--- src/rtl/cell_seq_pkg.sv ---
// ---------------------------------------------------------------------------
// cell_seq_pkg
// Shared types and default configuration for the cell_seq timestep sequencer.
//   state_e      : sequencer FSM states (IDLE, RUN, DRAIN, FIN)
//   DEF_*        : default parameter values for cell_seq / cell_seq_if
// ---------------------------------------------------------------------------
package cell_seq_pkg;

    localparam int DEF_ADDR     = 12;   // memory_cell address width
    localparam int DEF_WIDTH    = 32;   // data word width
    localparam int DEF_NUM      = 53;   // words per timestep region
    localparam int DEF_TIMESTEP = 1;    // number of timestep regions

    typedef enum logic [1:0] {
        IDLE  = 2'd0,
        RUN   = 2'd1,
        DRAIN = 2'd2,
        FIN   = 2'd3
    } state_e;

endpackage : cell_seq_pkg

--- src/rtl/cell_seq_if.sv ---
// ---------------------------------------------------------------------------
// cell_seq_if
// Bus bundle between cell_seq and its neighbours (memory_cell + MAC stage).
//   memory_cell port b : mem_addr_b (seq->mem), mem_o_b (mem->seq, 1-cycle reg)
//   memory_cell port a : mem_wr_a, mem_addr_a, mem_i_a (seq->mem write)
//   read stream        : rd_data, rd_valid (seq->MAC), rd_ready (MAC->seq)
//   result stream      : wr_data, wr_valid (downstream->seq)
// rd_ready only exists when CELL_SEQ_STALL_EN is defined.
// Modports: master = cell_seq, slave = memory/downstream side.
// ---------------------------------------------------------------------------
interface cell_seq_if
    import cell_seq_pkg::*;
#(
    parameter int ADDR  = DEF_ADDR,
    parameter int WIDTH = DEF_WIDTH
);

    logic [ADDR-1:0]  mem_addr_b;
    logic [WIDTH-1:0] mem_o_b;
    logic             mem_wr_a;
    logic [ADDR-1:0]  mem_addr_a;
    logic [WIDTH-1:0] mem_i_a;
    logic [WIDTH-1:0] rd_data;
    logic             rd_valid;
    logic [WIDTH-1:0] wr_data;
    logic             wr_valid;
`ifdef CELL_SEQ_STALL_EN
    logic             rd_ready;
`endif

    modport master (
        output mem_addr_b, mem_wr_a, mem_addr_a, mem_i_a, rd_data, rd_valid,
`ifdef CELL_SEQ_STALL_EN
        input  rd_ready,
`endif
        input  mem_o_b, wr_data, wr_valid
    );

    modport slave (
        input  mem_addr_b, mem_wr_a, mem_addr_a, mem_i_a, rd_data, rd_valid,
`ifdef CELL_SEQ_STALL_EN
        output rd_ready,
`endif
        output mem_o_b, wr_data, wr_valid
    );

endinterface : cell_seq_if

--- src/rtl/cell_seq.sv ---
// ---------------------------------------------------------------------------
// cell_seq
// Streams one NUM-word timestep region out of memory_cell (port b) to the MAC
// while writing NUM result words into another region (port a).
// Ports:
//   clk            : clock, rising edge
//   rst            : synchronous active-high reset
//   start          : begin a job (sampled in IDLE only)
//   rd_ts / wr_ts  : source / destination timestep region index
//   busy           : job in progress (RUN, DRAIN, FIN)
//   done / err     : one-cycle completion / bad-region pulses
//   bus (master)   : memory ports and read/result streams, see cell_seq_if
// Optional feature: define CELL_SEQ_STALL_EN to add rd_ready back-pressure.
// ---------------------------------------------------------------------------
module cell_seq
    import cell_seq_pkg::*;
#(
    parameter int ADDR     = DEF_ADDR,
    parameter int WIDTH    = DEF_WIDTH,
    parameter int NUM      = DEF_NUM,
    parameter int TIMESTEP = DEF_TIMESTEP
) (
    input  logic            clk,
    input  logic            rst,
    input  logic            start,
    input  logic [ADDR-1:0] rd_ts,
    input  logic [ADDR-1:0] wr_ts,
    output logic            busy,
    output logic            done,
    output logic            err,
    cell_seq_if.master      bus
);

    localparam int              CW       = $clog2(NUM + 1);
    localparam logic [CW-1:0]   CNT_LAST = CW'(NUM - 1);
    localparam logic [CW-1:0]   CNT_FULL = CW'(NUM);
    localparam logic [ADDR:0]   TS_LIM   = (ADDR + 1)'(TIMESTEP);
    localparam logic [ADDR-1:0] NUM_A    = ADDR'(NUM);

    // Regions must fit in the address space.
    if (longint'(NUM) * longint'(TIMESTEP) > (longint'(1) << ADDR)) begin : g_bad_cfg
        $error("cell_seq: NUM*TIMESTEP exceeds 2**ADDR");
    end

    state_e          r_state;
    state_e          w_state_nxt;
    logic [ADDR-1:0] r_rd_base;
    logic [ADDR-1:0] r_wr_base;
    logic [ADDR-1:0] r_addr_b;     // last issued read address
    logic [CW-1:0]   r_rd_cnt;
    logic [CW-1:0]   r_wr_cnt;
    logic            r_rd_valid;
    logic            r_err;

    logic            w_ts_ok;
    logic            w_accept;
    logic            w_take;
    logic            w_issue;
    logic            w_wr_en;
    logic            w_rd_fin;
    logic            w_wr_fin;
    logic [ADDR-1:0] w_issue_addr;

    assign w_ts_ok = ({1'b0, rd_ts} < TS_LIM) && ({1'b0, wr_ts} < TS_LIM);

`ifdef CELL_SEQ_STALL_EN
    assign w_take = r_rd_valid && bus.rd_ready;
`else
    assign w_take = r_rd_valid;
`endif

    // A new address goes out only when the presented beat (if any) is taken,
    // so during a stall the memory keeps re-reading the same word.
    assign w_issue      = (r_state == RUN) && (!r_rd_valid || w_take);
    assign w_issue_addr = r_rd_base + ADDR'(r_rd_cnt);

    assign w_wr_en  = bus.wr_valid && ((r_state == RUN) || (r_state == DRAIN))
                      && (r_wr_cnt < CNT_FULL);
    assign w_rd_fin = (r_rd_cnt == CNT_FULL) && (!r_rd_valid || w_take);
    assign w_wr_fin = (r_wr_cnt == CNT_FULL) || (w_wr_en && (r_wr_cnt == CNT_LAST));

    // NOTE: state is updated with non-blocking assignments so every flop
    // samples pre-edge values regardless of process ordering.
    always_ff @(posedge clk) begin
        if (rst) r_state <= IDLE;
        else     r_state <= w_state_nxt;
    end

    // NOTE: every output of this block gets a default first; a path that
    // left one unassigned would infer a latch.
    always_comb begin
        w_state_nxt = r_state;
        w_accept    = 1'b0;
        busy        = (r_state != IDLE);
        done        = (r_state == FIN);
        case (r_state)
            IDLE: begin
                if (start && w_ts_ok) begin
                    w_state_nxt = RUN;
                    w_accept    = 1'b1;
                end
            end
            RUN:     if (w_issue && (r_rd_cnt == CNT_LAST)) w_state_nxt = DRAIN;
            DRAIN:   if (w_rd_fin && w_wr_fin)              w_state_nxt = FIN;
            FIN:     w_state_nxt = IDLE;
            default: w_state_nxt = IDLE;
        endcase
    end

    always_ff @(posedge clk) begin
        if (rst) begin
            r_rd_base  <= '0;
            r_wr_base  <= '0;
            r_addr_b   <= '0;
            r_rd_cnt   <= '0;
            r_wr_cnt   <= '0;
            r_rd_valid <= 1'b0;
            r_err      <= 1'b0;
        end else begin
            r_err      <= (r_state == IDLE) && start && !w_ts_ok;
            // A beat stays valid until taken; each issue produces one beat.
            r_rd_valid <= w_issue || (r_rd_valid && !w_take);
            if (w_accept) begin
                r_rd_base <= rd_ts * NUM_A;
                r_wr_base <= wr_ts * NUM_A;
                r_rd_cnt  <= '0;
                r_wr_cnt  <= '0;
            end else begin
                if (w_issue) begin
                    r_rd_cnt <= r_rd_cnt + 1'b1;
                    r_addr_b <= w_issue_addr;
                end
                if (w_wr_en) r_wr_cnt <= r_wr_cnt + 1'b1;
            end
        end
    end

    assign err            = r_err;
    assign bus.mem_addr_b = w_issue ? w_issue_addr : r_addr_b;
    assign bus.rd_valid   = r_rd_valid;
    assign bus.rd_data    = bus.mem_o_b;
    assign bus.mem_wr_a   = w_wr_en;
    assign bus.mem_addr_a = r_wr_base + ADDR'(r_wr_cnt);
    assign bus.mem_i_a    = bus.wr_data;

endmodule : cell_seq

--- src/flat_wrapper.sv ---
// flat-port wrapper written by rule: the top's interface ports become plain ports
module cell_seq_flat import cell_seq_pkg::*;
#(
    parameter int ADDR     = DEF_ADDR,
    parameter int WIDTH    = DEF_WIDTH,
    parameter int NUM      = DEF_NUM,
    parameter int TIMESTEP = DEF_TIMESTEP
)
  (clk, rst, start, rd_ts, wr_ts, busy, done, err, bus_mem_addr_b, bus_mem_wr_a, bus_mem_addr_a, bus_mem_i_a, bus_rd_data, bus_rd_valid, bus_mem_o_b, bus_wr_data, bus_wr_valid);
  cell_seq_if #(.ADDR(ADDR), .WIDTH(WIDTH)) bus_i ();
  input  logic clk;
  input  logic rst;
  input  logic start;
  input  logic [ADDR-1:0] rd_ts;
  input  logic [ADDR-1:0] wr_ts;
  output logic busy;
  output logic done;
  output logic err;
  output wire logic [$bits(bus_i.mem_addr_b)-1:0] bus_mem_addr_b;
  output wire logic [$bits(bus_i.mem_wr_a)-1:0] bus_mem_wr_a;
  output wire logic [$bits(bus_i.mem_addr_a)-1:0] bus_mem_addr_a;
  output wire logic [$bits(bus_i.mem_i_a)-1:0] bus_mem_i_a;
  output wire logic [$bits(bus_i.rd_data)-1:0] bus_rd_data;
  output wire logic [$bits(bus_i.rd_valid)-1:0] bus_rd_valid;
  input wire logic [$bits(bus_i.mem_o_b)-1:0] bus_mem_o_b;
  input wire logic [$bits(bus_i.wr_data)-1:0] bus_wr_data;
  input wire logic [$bits(bus_i.wr_valid)-1:0] bus_wr_valid;
  assign bus_mem_addr_b = bus_i.mem_addr_b;
  assign bus_mem_wr_a = bus_i.mem_wr_a;
  assign bus_mem_addr_a = bus_i.mem_addr_a;
  assign bus_mem_i_a = bus_i.mem_i_a;
  assign bus_rd_data = bus_i.rd_data;
  assign bus_rd_valid = bus_i.rd_valid;
  assign bus_i.mem_o_b = bus_mem_o_b;
  assign bus_i.wr_data = bus_wr_data;
  assign bus_i.wr_valid = bus_wr_valid;
  cell_seq #(.ADDR(ADDR), .WIDTH(WIDTH), .NUM(NUM), .TIMESTEP(TIMESTEP)) u_core (.clk(clk), .rst(rst), .start(start), .rd_ts(rd_ts), .wr_ts(wr_ts), .busy(busy), .done(done), .err(err), .bus(bus_i));
endmodule
--- config.mk ---
export PLATFORM = sky130hd
export DESIGN_NAME = cell_seq_flat
export DESIGN_NICKNAME = d
export VERILOG_FILES = /design/src/rtl/cell_seq_pkg.sv /design/src/rtl/cell_seq_if.sv /design/src/rtl/cell_seq.sv /design/src/flat_wrapper.sv
export SDC_FILE = /design/constraint.sdc
export NUM_CORES = 1
export LEC_CHECK = 0
export ABC_AREA = 1
export BUFFER_PORTS_ARGS = -buffer_cell sky130_fd_sc_hd__buf_2
export CAP_MARGIN = 20
export CORE_UTILIZATION = 40
export CTS_CLUSTER_SIZE = 25
export DETAILED_ROUTE_END_ITERATION = 8
export PLACE_DENSITY_LB_ADDON = 0.2
export SYNTH_ARGS = -nofsm -noshare
export SYNTH_HDL_FRONTEND = slang
export SYNTH_SLANG_ARGS = --single-unit
--- constraint.sdc ---
create_clock -name clk -period 3.9 [get_ports clk]
set_input_delay 0.195 -clock clk [delete_from_list [all_inputs] [get_ports clk]]
set_output_delay 0.195 -clock clk [all_outputs]
set_load 0.01 [all_outputs]
Word-level counts from Yosys, hierarchy flattened
Index checks and enable logic that the tools add are counted.
Storage, ports and cells
  register bits: 52
  bits in latches: 0
  bits in writable memories: 0
  bits in read-only memories: 0
  input port bits: 92
  logic and storage cells: 50
  memories kept: 0
Cells by class
  $add $sub $neg: 4
  $mul: 2
  divide/modulo/power cells: 0
  order comparisons: 3
  equal/unequal tests: 10
  shifts and indexed selects: 0
  mux-type cells: 7
  bitwise logic cells: 0
  reductions and logical operators: 16
Operator list (count)
  12-bit by 6-bit adder with 12-bit output: 2
  6-bit == test (second input constant): 4
  12-bit by 1-bit < comparator with 1-bit output (second input constant): 2
  12-bit by 6-bit multiplier with 12-bit output (second input constant): 2
  6-bit by 1-bit adder with 6-bit output (second input constant): 2
  12-bit 2-to-1 mux: 1
  1-bit logical AND: 9
  2-bit case mux with 4 select lines: 1
  6-bit < comparator (second input constant): 1
  2-bit 2-to-1 mux: 3
  2-bit == test (second input constant): 2
  2-bit inequality test (second input constant): 2
  3-bit AND reduction: 1
  2-bit by 1-bit == test with 1-bit output (second input constant): 1
  2-bit logical NOT: 1
  1-bit logical OR: 2
  1-bit 2-to-1 mux: 2
  2-bit by 1-bit inequality test with 1-bit output (second input constant): 1
  2-bit nonzero test: 1
  2-bit OR reduction: 1
  1-bit logical NOT: 1

Depth between registers and ports, before layout
  depth after elaboration: 9
  mapped depth: 15
  mapped depth without buffers: 15

Worst setup path before layout
OpenSTA, ideal clock, no wires.
  path kind: input port to flip-flop
  start: input wr_ts[2]
  end: register u_core.r_wr_base[10]
  library setup time: 0.120 ns
  arrival time: 2.644 ns
  path slack: 1.136 ns
  cell stages on the path: 15
  path buffers: 0
  cell sequence: inv_1 > ha_1 > fa_1 > inv_1 > fa_1 > inv_1 > ha_1 > a21oi_1 > o21ai_0 > nand2_1 > nand2_1 > nand2_1 > nand2_1 > a21oi_1 > a21oi_1
On the way
  longest elaborated chain between the ends: 5
  elaborated cells between the ends (all ways): 6
Ends and longest elaborated chain
  start: declaration: line flat_wrapper.sv:15  | input logic [ADDR-1:0] wr_ts;
  parallel branches: the longest is 5 deep, another holds 12-bit by 6-bit multiplier with 12-bit output
  end signal: assignment: line cell_seq.sv:125  | r_wr_base <= wr_ts * NUM_A;
  end: declaration: line cell_seq.sv:48  | logic [ADDR-1:0] r_wr_base;
Parallel ways; which one is timed is not known.
A chain may end at the register's enable or synchronous reset.

Worst setup path after layout
Ends and elaborated chain as after synthesis.

==> flow_summary.toml <==
[status]
status = "finished clean"

[worst_setup_path]
startpoint_type = "primary input"
arrival_ns = 2.97
r2r_setup_slack_ns = 1.57
cp_slowest_cell = "fa_1"
crit_chain = "buf_2 > inv_1 > ha_1 > fa_1 > inv_1 > fa_1 > inv_1 > ha_1 > a21oi_1 > o21ai_0 > nand2_1 > nand2_1 > nand2_1 > nand2_1 > a21oi_1 > a21oi_1"
reg2reg_from = "u_core.r_state[1]$_SDFFE_PP0P_"
path_max_fanout = 5
cp-end-kind = "flop"
slowest_delay_ns = 0.53
critPathMostFrequentCell = "nand2_1"
required_ns = 4.09
worstSetupPathType = "primary input to flop"
r2r_end = "u_core.r_state[1]$_SDFFE_PP0P_"
r2r_cells = 7

[finish]
final_cell_mix = "nand2_1, inv_1, ha_1"
layout-drive-gt1-share = 0.118
layout_commonest_cell = "nand2_1"
stdcell_count = 902
final-seq-area_um2 = 1040
finalNetCount = 925
nFillCells = 1438
antennaDiodeCount = 0
multi_input_comb_area_um2 = 3360
syn_to_final_growth_pct = 1.50

[yosys]
ys_seq_elements = 52
ys_seq_area_frac = 0.189
synth-compound-area-share = 0.0798
synthSimpleGateAreaFrac = 0.204
synth_area_um2 = 5520
synth_ff_type = "dfxtp_1"
postSynthCellCount = 734
synth_cell_types = 38
netlist.area_leader.share = 0.189
async_reset_ff_frac = 0
synth_top_family_by_area = "adder cells"
synth_nets = 934
synth_warnings = 0
yosys.area.top_type = "dfxtp_1"
synthTopCellsByArea = "dfxtp_1, ha_1, nand2_1"
synth_enable_flop_cells = 0
synthXorXnorAreaFrac = 0.0444
synthMuxAreaShare = 0
postSynthAreaPerCell_um2 = 7.52
synthAdderAreaFrac = 0.280

[detailed_routing]
route.final.wire_length_um = 11400
final_antenna_net_count = 0
first_iter_violations = 171
vias_per_cell = 4.72
drt_drc_violations_left = 0
wl_per_cell_um = 12.6
routed-via-count = 4253
drtPass1Iterations = 4

[cts]
cts_buffers = 5
clk_path_buf_depth = 2
cts_tree = "done"
cts.sinks = 52
clockRootBuffer = "clkbuf_16"
h-tree-depth = 2
cts_resized = 0
hold_buffers = 0
worstSkewPairLatency_ns = 0.29
clk_pin_slew_ns = 0.07
post_cts_buffers = 0

[power]
leakage_nw = 2.99
p_per_area_nw_per_um2 = 369
irDropWorstVdd_v = 0.000166

[hold_path]
hp-class = "primary input to flop"
min_path_cells = 2
hold_end = "u_core.err$_SDFF_PP0_"
hold_start = "rst"

[grt]
grt_pass1_wl_um = 19600
grt_max_degree = 29
antenna_found_initial = 0
grt_overflow_total = 0
grt_pass1_vias = 4270
track_usage = 0.169

[sta]
setup_violations = 0
hold_viol = 0
rsz0062_at_grt = "false"
skew_ns = 0.00417
worst_slew_pin_slew_ns = 0.924
whs_ns = 0.155
post-route-min-period_ns = 2.79
finalSetupTns_ns = 0
period_share = 0.714
fmax_mhz = 359
drv_slew = 0
maxSlewHeadroom = 0.384

[placement]
gp_routability_congestion = 0.834
hpwl_um = 9480
port_buffers = 56
dpl.cell_count = 894

[die]
die_h_um = 119
die-area_um2 = 14300
io_pins = 185
core_um2 = 13300
start_util = 0.413
rows = 42
die_x_um = 119

[flow_run]
max-cap-violations = 0
[power breakdown]
part / internal [mW] / switching, mW
Sequential: 0.570 / 0.0315
Combinational: 0.410 / 0.610
Clock: 0.241 / 0.208
[cells in the mapped netlist, types with 2 or more instances]
cell and number:
buf_4 64, or2_2 6, a21boi_0 3, nor3_1 7, nand3_1 28, nor2_1 30, xnor2_1 9, nand4_1 9
ha_1 82, a21oi_1 35, dfxtp_1 52, o22ai_1 6, a31oi_1 2, nand3_2 7, o21ai_0 24, nand3b_1 4
fa_1 26, nand2_4 2, buf_6 5, nor4_1 2, and2_1 2, o21ai_1 3, xor2_1 19, nand2_1 153
inv_1 139, inv_4 2, o22ai_2 2
[critical path: cells and delay by family]
kind / cells / cell delay [ns]
adder cells (fa/ha/maj): 4 / 1.72
AND/OR/NAND/NOR: 4 / 0.27
AO/OA/AOI/OAI: 4 / 0.52
buffers and inverters: 4 / 0.27
[cells by family after synthesis]
group,after synthesis
AOI/OAI and AO/OA,79
xor gates and xnor gates,28
adders and majority gates,108
buffers and inverters,214
DFF,52
and+or+nand+nor,253
[metrics by stage]
stage               setup slack [ns]  instance area, um^2  utilization  power, mW
global route                   0.876                 5600        0.420       2.28
finish                          1.11                 5600        0.420       2.07
global placement               0.897                 5450        0.409       1.61
detailed placement             0.810                 5450        0.409       1.64
CTS                             1.11                 5600        0.420       2.09
floorplan                       1.14                 5520            -       1.44
[per-layer routing]
layer / routed length, um / vias up / track usage
li1: - / 2220 / -
met1: 5570 / 1928 / 0.224
met2: 5180 / 77 / 0.282
met3: 425 / 28 / 0.0201
met4: 197 / 0 / 0.0578
met5: 0 / - / 0
[state kept, by name, summed over array words and instances (netlist names)]
register / cells
u_core.r_addr_b: 12
u_core.r_wr_cnt: 6
u_core.r_rd_base: 12
u_core.r_rd_cnt: 6
u_core.r_state: 2
u_core.err: 1
u_core.bus.rd_valid: 1
u_core.r_wr_base: 12
[layout make-up]
type                       instances  share of cell area
clock inverter                     3             0.00402
tap                              176              0.0393
sequential                        52               0.186
timing repair buffer              56              0.0500
clock buffer                       5              0.0223
multi-input combinational        468               0.600
inverter                         142              0.0985
[how the worst max path moves through the flow]
stage / start / to / depth (start not counted)
6_report: wr_ts[2] / u_core.r_wr_base[10]$_SDFFE_PP0P_ / 16
5_1_grt: wr_ts[3] / u_core.r_wr_base[10]$_SDFFE_PP0P_ / 16
4_1_cts: wr_ts[2] / u_core.r_wr_base[10]$_SDFFE_PP0P_ / 16
3_5_place_dp: wr_ts[2] / u_core.r_wr_base[10]$_SDFFE_PP0P_ / 16
3_3_place_gp: wr_ts[2] / u_core.r_wr_base[10]$_SDFFE_PP0P_ / 16
2_1_floorplan: wr_ts[2] / u_core.r_wr_base[10]$_SDFFE_PP0P_ / 15
No activity file was read; power rests on OpenSTA's default activity.
